--- config.mk ---
export PLATFORM = sky130hd
export DESIGN_NAME = timer_bridge_intc
export DESIGN_NICKNAME = d
export VERILOG_FILES = /design/src/rtl/bridge_pkg.sv /design/src/rtl/intc_core.sv /design/src/rtl/timer_bridge_intc.sv
export SDC_FILE = /design/constraint.sdc
export NUM_CORES = 1
export LEC_CHECK = 0
export CAP_MARGIN = 10
export CELL_PAD_IN_SITES_DETAIL_PLACEMENT = 0
export CELL_PAD_IN_SITES_GLOBAL_PLACEMENT = 1
export CORE_ASPECT_RATIO = 0.9
export CORE_UTILIZATION = 21
export CTS_CLUSTER_DIAMETER = 200
export CTS_CLUSTER_SIZE = 16
export DETAILED_ROUTE_END_ITERATION = 10
export PLACE_DENSITY = 0.89
export SYNTH_ARGS = -nofsm -noshare
export SYNTH_HDL_FRONTEND = slang
export SYNTH_SLANG_ARGS = --single-unit
--- constraint.sdc ---
create_clock -name clk -period 4.9 [get_ports clk]
set_input_delay 0.98 -clock clk [delete_from_list [all_inputs] [get_ports clk]]
set_output_delay 0.98 -clock clk [all_outputs]
set_load 0.05 [all_outputs]
--- src/rtl/bridge_pkg.sv ---
// Shared constants for the timer bridge and its interrupt controller.
//   - Default base addresses of the timer0, timer1 and interrupt-controller
//     windows. Each window is 16 bytes.
//   - Word offsets of the interrupt-controller registers.
//   - Interrupt line count and the line indices used by the timers.
//   - lowest_id(): priority encoder that returns the index of the lowest set
//     bit, or ID_NONE when no bit is set.
package bridge_pkg;

   localparam logic [31:0] T0_BASE_ADDR = 32'h0000_7F00;
   localparam logic [31:0] T1_BASE_ADDR = 32'h0000_7F10;
   localparam logic [31:0] IC_BASE_ADDR = 32'h0000_7F20;

   localparam int NIRQ = 6;

   localparam logic [1:0] OFF_MASK = 2'd0;
   localparam logic [1:0] OFF_PEND = 2'd1;
   localparam logic [1:0] OFF_ID   = 2'd2;

   localparam int IRQ_T0 = 0;
   localparam int IRQ_T1 = 1;

   localparam logic [31:0] ID_NONE = 32'hFFFF_FFFF;

   // The scan runs from the top bit down, so the last hit is the lowest
   // set bit. That bit has the highest priority.
   function automatic logic [31:0] lowest_id(input logic [NIRQ-1:0] v);
      logic [31:0] id;
      id = ID_NONE;
      for (int i = NIRQ - 1; i >= 0; i--) begin
         if (v[i]) id = 32'(i);
      end
      return id;
   endfunction

endpackage

--- src/rtl/intc_core.sv ---
// Interrupt controller core.
// Edge-detects the raw request lines into sticky pending bits, masks them,
// and serves the MASK/PEND/ID register reads.
// Ports:
//   clk, reset - clock; asynchronous active-high reset
//   wr_en      - register write strobe; the bus has already decoded an IC hit
//   off        - register word offset (PrAddr[3:2])
//   wd         - write data
//   irq        - raw request lines
//   rd         - read data for the register selected by off (combinational)
//   hwint      - PEND & MASK. Both operands come straight from flops.
module intc_core
   import bridge_pkg::*;
(
   input  logic            clk,
   input  logic            reset,
   input  logic            wr_en,
   input  logic [1:0]      off,
   input  logic [31:0]     wd,
   input  logic [NIRQ-1:0] irq,
   output logic [31:0]     rd,
   output logic [NIRQ-1:0] hwint
);

   logic [NIRQ-1:0] mask_q;
   logic [NIRQ-1:0] pend_q;
   logic [NIRQ-1:0] irq_q;
   logic [NIRQ-1:0] rise;
   logic [NIRQ-1:0] clr;
   logic [NIRQ-1:0] active;

   assign rise   = irq & ~irq_q;
   assign clr    = (wr_en && off == OFF_PEND) ? wd[NIRQ-1:0] : '0;
   assign active = pend_q & mask_q;
   assign hwint  = active;

   // OR-ing in rise after the clear means a new edge wins over a
   // write-1-to-clear in the same cycle. Because irq_q tracks the line, a
   // level that is held high rises only once.
   always_ff @(posedge clk or posedge reset) begin
      if (reset) begin
         mask_q <= '0;
         pend_q <= '0;
         irq_q  <= '0;
      end else begin
         irq_q  <= irq;
         pend_q <= (pend_q & ~clr) | rise;
         if (wr_en && off == OFF_MASK) mask_q <= wd[NIRQ-1:0];
      end
   end

   always_comb begin
      rd = '0;
      case (off)
         OFF_MASK: rd[NIRQ-1:0] = mask_q;
         OFF_PEND: rd[NIRQ-1:0] = pend_q;
         OFF_ID:   rd = lowest_id(active);
         default:  rd = '0;
      endcase
   end

endmodule

--- src/rtl/timer_bridge_intc.sv ---
// System bridge between the CPU MEM-stage bus and two timers, with an
// integrated interrupt controller.
// Ports:
//   clk, reset         - clock; asynchronous active-high reset
//   PrAddr/PrWD/PrWE   - CPU byte address, write data and write enable
//   PrRD               - read data, combinational from PrAddr
//   PrErr              - high when PrAddr hits no window
//   DEV_Addr/DEV_WD    - word offset and write data forwarded to both timers
//   DEV_WE             - per-timer write strobe
//   DEV_RD0/DEV_RD1    - timer read data
//   IRQ                - raw requests {ext[3:0], timer1, timer0}
//   HWInt              - masked pending interrupts to CP0
// This level only decodes and muxes; all state lives in intc_core.
module timer_bridge_intc
   import bridge_pkg::*;
#(
   parameter logic [31:0] T0_BASE = T0_BASE_ADDR,
   parameter logic [31:0] T1_BASE = T1_BASE_ADDR,
   parameter logic [31:0] IC_BASE = IC_BASE_ADDR
) (
   input  logic            clk,
   input  logic            reset,
   input  logic [31:0]     PrAddr,
   input  logic [31:0]     PrWD,
   input  logic            PrWE,
   output logic [31:0]     PrRD,
   output logic            PrErr,
   output logic [1:0]      DEV_Addr,
   output logic [31:0]     DEV_WD,
   output logic [1:0]      DEV_WE,
   input  logic [31:0]     DEV_RD0,
   input  logic [31:0]     DEV_RD1,
   input  logic [NIRQ-1:0] IRQ,
   output logic [NIRQ-1:0] HWInt
);

   logic        hit_t0;
   logic        hit_t1;
   logic        hit_ic;
   logic [31:0] ic_rd;

   // Each window is 16 bytes, so the match uses the address bits above the
   // window offset.
   assign hit_t0 = (PrAddr[31:4] == T0_BASE[31:4]);
   assign hit_t1 = (PrAddr[31:4] == T1_BASE[31:4]);
   assign hit_ic = (PrAddr[31:4] == IC_BASE[31:4]);

   assign PrErr    = ~(hit_t0 | hit_t1 | hit_ic);
   assign DEV_Addr = PrAddr[3:2];
   assign DEV_WD   = PrWD;
   assign DEV_WE   = {PrWE & hit_t1, PrWE & hit_t0};

   always_comb begin
      PrRD = '0;
      if (hit_t0)      PrRD = DEV_RD0;
      else if (hit_t1) PrRD = DEV_RD1;
      else if (hit_ic) PrRD = ic_rd;
   end

   intc_core u_intc (
      .clk   (clk),
      .reset (reset),
      .wr_en (PrWE & hit_ic),
      .off   (PrAddr[3:2]),
      .wd    (PrWD),
      .irq   (IRQ),
      .rd    (ic_rd),
      .hwint (HWInt)
   );

endmodule

==> results.yml, run 1 <==
power_and_ir_drop:
  combPwrFrac_pct: 39.4
  total_leakage_power_nw: 1.666
  pwr_density_cell_mw_per_mm2: 113.7
  pwr-share-clk_pct: 26.7
  pwr-share-seq_pct: 33.8
  p_int_uw: 330.1
  switching_power_uw: 117.8
  p_sw_share_pct: 26.29
  vdd_ir_drop_max_mv: 0.1437
clocking:
  clock_latency_ps: 250
  cts_resized: 0
  numCtsBuffers: 3
  tritoncts: "built"
  cts_root_buf: "clkbuf_8"
  cts.htree.levels: 1
  post_cts_buffers: 0
  ctsLongestPathBuffers: 2
  clk_pin_slew_worst_paths_ps: 70
  ctsHoldBuffers: 0
  cts.sinks: 18
cells_and_area:
  synthToLayoutAreaGrowth_pct: 88.11
  layout.cells.most_common: "clkdlybuf4s50_1"
  final_area_sq_mm: 0.003940
  finalNonFillerCells: 494
  antennaDiodeCount: 0
  layout_common_cells: "clkdlybuf4s50_1, mux2i_1, buf_12"
  drive_above_1_share_pct: 16.58
  final_nets: 506
die:
  die_w_um: 107.3
  dieArea_sq_mm: 0.01038
  fp-row-count: 34
  initial_utilization_pct: 21.59
  core_area_sq_mm: 0.009699
  die_h_um: 96.75
  ios: 212
synthesis:
  ys_seq_elements: 18
  synth.area.top_cells: "dfrtp_1, mux2i_1, buf_4"
  synthArstFlopShare_pct: 100.0
  synth_edf_count: 0
  postSynthAreaPerCell_sq_um: 8.279
  ys_warn_count: 0
  synthFlopType: "dfrtp_1"
  synth_nets: 390
  synth_cells: 253
  ys_seq_area_share_pct: 21.51
  syn_area_sq_mm: 0.002095
  synth_top_area_cell: "dfrtp_1"
  yosysTopAreaCellShare_pct: 21.51
  synth_cell_types: 37
setup_path:
  crit_arrival_ps: 3240
  start_kind: "primary input"
  critical_path_class: "primary input to primary output"
  worstPathRequired_ps: 3920
  critPathMaxFanout: 26
  path_cells: "clkdlybuf4s50_1 -> buf_4 -> a21boi_0 -> and4_1 -> nor2b_2 -> buf_4 -> o21a_1 -> buf_12"
  cp_slowest_cell: "clkdlybuf4s50_1"
  crit_top_cell: "buf_4"
  setup.worst_path.end_class: "primary output"
  cpPeakStageDelay_ps: 460
drt:
  first_pass_iters: 4
  drc: 0
  routed_wl_um: 7452
  viasPerCell: 4.599
  via_count: 2272
  wl_per_cell_um: 15.09
  ant_nets: 0
  drt_iter0_markers: 76
sta:
  final-setup-viol-count: 0
  fin_crit_ps: 4217
  tightest_slew_ps: 840.3
  rsz0062_at_grt: "false"
  finalHoldViolCount: 0
  relSlewSlack_pct: 43.98
  slew_viol_final: 0
  min_period_over_period_pct: 86.06
  setup_tns_ps: 0
  skew_ps: 2.201
  fmax_mhz: 237.1
placed_design:
  place_inst: 490
  routabilityCongestion: 0.7751
  dpl-instance-area_sq_mm: 0.003885
  portBuffers: 157
  post-dp-hpwl_um: 6030
grt:
  gr-total-overflow: 0
  antenna_found_initial: 0
  grtUsageTotal_pct: 13.90
  grt_pass1_wl_um: 11420
  grt_max_degree: 34
  grt_pass1_vias: 2257
run:
  max_cap_violations: 0
hold_path:
  hp-class: "flop to flop"
run_status:
  status: "completed"
[flip-flops by register name (all words and copies together) (netlist names)]
signal and flops:
u_intc.mask_q 6, u_intc.irq_q 6, u_intc.pend_q 6
[cell families after synthesis]
logic type	share of synthesized area, %
compound gates	19.35
flops	21.51
mux	20.55
buf+inv	18.04
simple gates	20.55
[critical path, delay by kind of cell]
family	cells	cell delay, ps
AO/OA/AOI/OAI	2	650
AND/OR/NAND/NOR	2	530
buffers and inverters	4	1070
[metrics by stage]
step | power, mW | hold WS (ps) | setup WS, ps | utilization [%]
after floorplan | 0.2845 | 481.0 | 442.2 | -
after global placement | 0.3310 | 490.1 | 612.0 | 40.05
after detailed placement | 0.3325 | 505.0 | 600.7 | 40.05
after CTS | 0.4542 | 518.0 | 601.9 | 40.62
after global routing | 0.4741 | 539.7 | 440.9 | 40.62
final | 0.4479 | 512.0 | 683.1 | 40.62
[synth_stat cells, drive strengths merged (6+ instances only)]
| master | instances |
|---|---|
| clkbuf | 9 |
| o21a | 27 |
| nand2b | 7 |
| dfrtp | 18 |
| mux2 | 8 |
| and3 | 6 |
| and2 | 6 |
| buf | 44 |
| nor2 | 32 |
| a32oi | 7 |
| mux2i | 34 |
| inv | 11 |
[power groups by stage]
stage	clock network (mW)	logic (mW)	registers [mW]
after global placement	0	0.177	0.154
after floorplan	0	0.130	0.154
after global routing	0.132	0.190	0.151
after detailed placement	0	0.178	0.154
after CTS	0.124	0.179	0.151
final	0.120	0.177	0.151
[path summary, 6_finish.rpt]
path	from	to	slack [ps]	cells past startpoint
worst max-delay path	PrAddr[3]	PrRD[22]	680	8
worst min-delay path	u_intc.irq_q[1]$_DFF_PP0_	u_intc.pend_q[1]$_DFF_PP0_	510	2
worst max register to register	u_intc.irq_q[0]$_DFF_PP0_	u_intc.pend_q[0]$_DFF_PP0_	3940	3
worst min register to register	u_intc.irq_q[1]$_DFF_PP0_	u_intc.pend_q[1]$_DFF_PP0_	510	2
max in group asynchronous	reset	u_intc.irq_q[4]$_DFF_PP0_	3330	2
min in group asynchronous	reset	u_intc.irq_q[2]$_DFF_PP0_	1140	2
[layer usage]
| metal | global-route usage, % | vias up | share of wire, % |
|---|---|---|---|
| met5 | 0 | - | 0 |
| met4 | 3.372 | 0 | 1.3 |
| met3 | 2.561 | 16 | 7.2 |
| met2 | 24.47 | 101 | 50 |
| met1 | 17.33 | 1066 | 42 |
| li1 | - | 1089 | - |
[layout make-up]
type	instances	area [sq um]
Tap cell	126	157.7
Fill cell	926	5759
Clock buffer	4	55.05
Sequential cell	18	450.4
Timing Repair Buffer	164	1959
Inverter	11	41.29
Multi-Input combinational cell	171	1276
Power figures use the tool's default switching activity.
==> run 2: changes to the inputs <==
--- a/config.mk
+++ b/config.mk
@@ -6,14 +6,15 @@
 export NUM_CORES = 1
 export LEC_CHECK = 0
 export CAP_MARGIN = 10
-export CELL_PAD_IN_SITES_DETAIL_PLACEMENT = 0
+export CELL_PAD_IN_SITES_DETAIL_PLACEMENT = 1
 export CELL_PAD_IN_SITES_GLOBAL_PLACEMENT = 1
 export CORE_ASPECT_RATIO = 0.9
-export CORE_UTILIZATION = 21
+export CORE_UTILIZATION = 24
 export CTS_CLUSTER_DIAMETER = 200
-export CTS_CLUSTER_SIZE = 16
+export CTS_CLUSTER_SIZE = 20
 export DETAILED_ROUTE_END_ITERATION = 10
 export PLACE_DENSITY = 0.89
 export SYNTH_ARGS = -nofsm -noshare
 export SYNTH_HDL_FRONTEND = slang
+export SYNTH_HIERARCHICAL = 1
 export SYNTH_SLANG_ARGS = --single-unit
==> run 2 against run 1 <==
Against the previous run:
- register-to-register slack improved by 170 ps
- sequential cell count unchanged
- via count increased by 4.0%
- routed wire length increased by 18%
- non-clock buffer count up 1
- critical path depth up 1
- design area rose by 5.1%
- synthesized cell count increased by 8.7%
- first-iteration DRC count grew 12%
- maximum frequency is 2.4% lower
- clock skew fell by 0.81 ps
- critical path type unchanged
- largest cell class unchanged
- highest routed layer unchanged
==> results.yml, run 2 <==
run_status:
  status: "completed"
cells_and_area:
  layout.cells.most_common: "clkdlybuf4s50_1"
  drive_above_1_share_pct: 25.75
  finalNonFillerCells: 491
  antennaDiodeCount: 0
  fin_util_pct: 41.96
  layout_common_cells: "clkdlybuf4s50_1, mux2i_1, buf_12"
  final_area_sq_mm: 0.004141
  reg_top3: "u_intc/irq_q (6), u_intc/mask_q (6), u_intc/pend_q (6)"
  final_nets: 503
  synthToLayoutAreaGrowth_pct: 66.67
clocking:
  ctsHoldBuffers: 0
  ctsLongestPathBuffers: 2
  tritoncts: "built"
  numCtsBuffers: 3
  clk_pin_slew_worst_paths_ps: 50
  clock_latency_ps: 240
  post_cts_buffers: 0
  cts.sinks: 18
  cts_resized: 0
  cts_root_buf: "clkbuf_16"
  cts.htree.levels: 1
hold_path:
  hp-class: "flop to flop"
synthesis:
  synth_cell_types: 33
  synth_nets: 412
  synth_compound_area_share_pct: 16.97
  synth_top_area_cell: "buf_4"
  yosysTopAreaCellShare_pct: 18.43
  synth_edf_count: 0
  ys_seq_elements: 18
  postSynthAreaPerCell_sq_um: 9.036
  syn_area_sq_mm: 0.002485
  synthXorXnorAreaFrac_pct: 0
  synth_top_family_by_area: "buffers and inverters"
  ys_warn_count: 6
  synthMuxAreaShare_pct: 17.62
  synthTopCellsByCount: "buf_4, mux2i_1, a2bb2oi_1, nor3_2, dfrtp_1"
  synth_cells: 275
  ys_seq_area_share_pct: 18.13
  yosysMostFrequentCell: "buf_4"
  synthArstFlopShare_pct: 100.0
  synthSimpleGateAreaFrac_pct: 22.05
  synth_fa_ha_area_share_pct: 0
  synthFlopType: "dfrtp_1"
  synth.area.top_cells: "buf_4, dfrtp_1, mux2i_1"
sta:
  finalHoldViolCount: 0
  final-setup-viol-count: 0
  relSlewSlack_pct: 54.64
  fin_ws_ps: 580.0
  tightest_slew_ps: 679.6
  holdWs_ps: 417.5
  fmax_mhz: 231.5
  min_period_over_period_pct: 88.16
  slew_viol_final: 0
  rsz0062_at_grt: "false"
  setup_tns_ps: 0
  skew_ps: 1.390
  fin_crit_ps: 4320
placed_design:
  routabilityCongestion: 0.7161
  portBuffers: 157
  post-dp-hpwl_um: 7024
  place_inst: 487
  dpl-instance-area_sq_mm: 0.004053
  dp_slack_ps: 570.0
grt:
  grt_pass1_wl_um: 14030
  antenna_found_initial: 0
  grtUsageTotal_pct: 16.23
  grt_max_degree: 36
  gr-total-overflow: 0
  grt_pass1_vias: 2759
power_and_ir_drop:
  pwr_density_cell_mw_per_mm2: 129.0
  total_leakage_power_nw: 1.630
  vdd_ir_drop_max_mv: 0.2166
  power_uw: 534.4
setup_path:
  critical_path_class: "primary input to primary output"
  setup.worst_path.end_class: "primary output"
  start_kind: "primary input"
  crit_arrival_ps: 3340
  path_cells: "clkdlybuf4s50_1 -> a21boi_0 -> nand4_1 -> nor2_2 -> buf_4 -> mux2i_1 -> a2bb2oi_1 -> nor3_1 -> buf_12"
  cp_slowest_cell: "clkdlybuf4s50_1"
  worstPathRequired_ps: 3920
  cpPeakStageDelay_ps: 510
  critPathMaxFanout: 26
die:
  initial_utilization_pct: 25.18
  die_w_um: 109.3
  core_area_sq_mm: 0.009869
  dieArea_sq_mm: 0.01076
  fp-row-count: 34
  die_h_um: 98.53
  ios: 212
drt:
  viasPerCell: 4.813
  drc: 0
  drt_iter0_markers: 85
  ant_nets: 0
  routed_wl_um: 8823
  wl_per_cell_um: 17.97
  via_count: 2363
  first_pass_iters: 4
run:
  max_cap_violations: 0
[run 2: routing by layer]
metal  track usage [%]  up-vias  share of wire (%)
li1                  -     1112                  -
met1             18.54     1142                 40
met2             31.64       97                 52
met3             2.579       12                6.7
met4             2.359        0               0.82
met5                 0        -                  0
[run 2: worst max-delay path: cells and delay by family]
kind | cells | cell delay [ps]
buffers and inverters | 3 | 1000
and+or+nand+nor | 3 | 690
muxes | 1 | 140
AOI/OAI and AO/OA | 2 | 510
[run 2: kinds of logic (layout without fill, tap and decap cells)]
| kind of cell | count (synthesis) | count (layout) |
|---|---|---|
| buffers and inverters | 95 | 185 |
| AND/OR/NAND/NOR | 63 | 63 |
| AO/OA/AOI/OAI | 56 | 56 |
| multiplexers | 43 | 43 |
| flip-flops | 18 | 18 |
[run 2: path summary, 6_finish.rpt]
| check | from | to | slack (ps) | cells past startpoint |
|---|---|---|---|---|
| hold / removal | u_intc/irq_q[2]$_DFF_PP0_ | u_intc/pend_q[2]$_DFF_PP0_ | 420 | 1 |
| min in group asynchronous | reset | u_intc/pend_q[2]$_DFF_PP0_ | 1140 | 2 |
| max in group asynchronous | reset | u_intc/mask_q[1]$_DFFE_PP0P_ | 3330 | 2 |
| hold reg to reg | u_intc/irq_q[2]$_DFF_PP0_ | u_intc/pend_q[2]$_DFF_PP0_ | 420 | 1 |
| setup reg to reg | u_intc/mask_q[0]$_DFFE_PP0P_ | u_intc/mask_q[0]$_DFFE_PP0P_ | 4110 | 1 |
| setup / recovery | PrAddr[3] | PrRD[31] | 580 | 9 |
[run 2: layout make-up]
class,count,area [sq um]
inverters,16,60.06
fillers,1100,5728
clock buffers,4,88.84
multi-input cells,162,1418
well taps,126,157.7
flip-flops and latches,18,450.4
repair buffers,165,1967
[run 2: report_power, final]
part	internal, mW	total [mW]	switching [mW]
Sequential	0.151	0.152	0.000663
Clock	0.124	0.174	0.0499
Combinational	0.125	0.209	0.0837
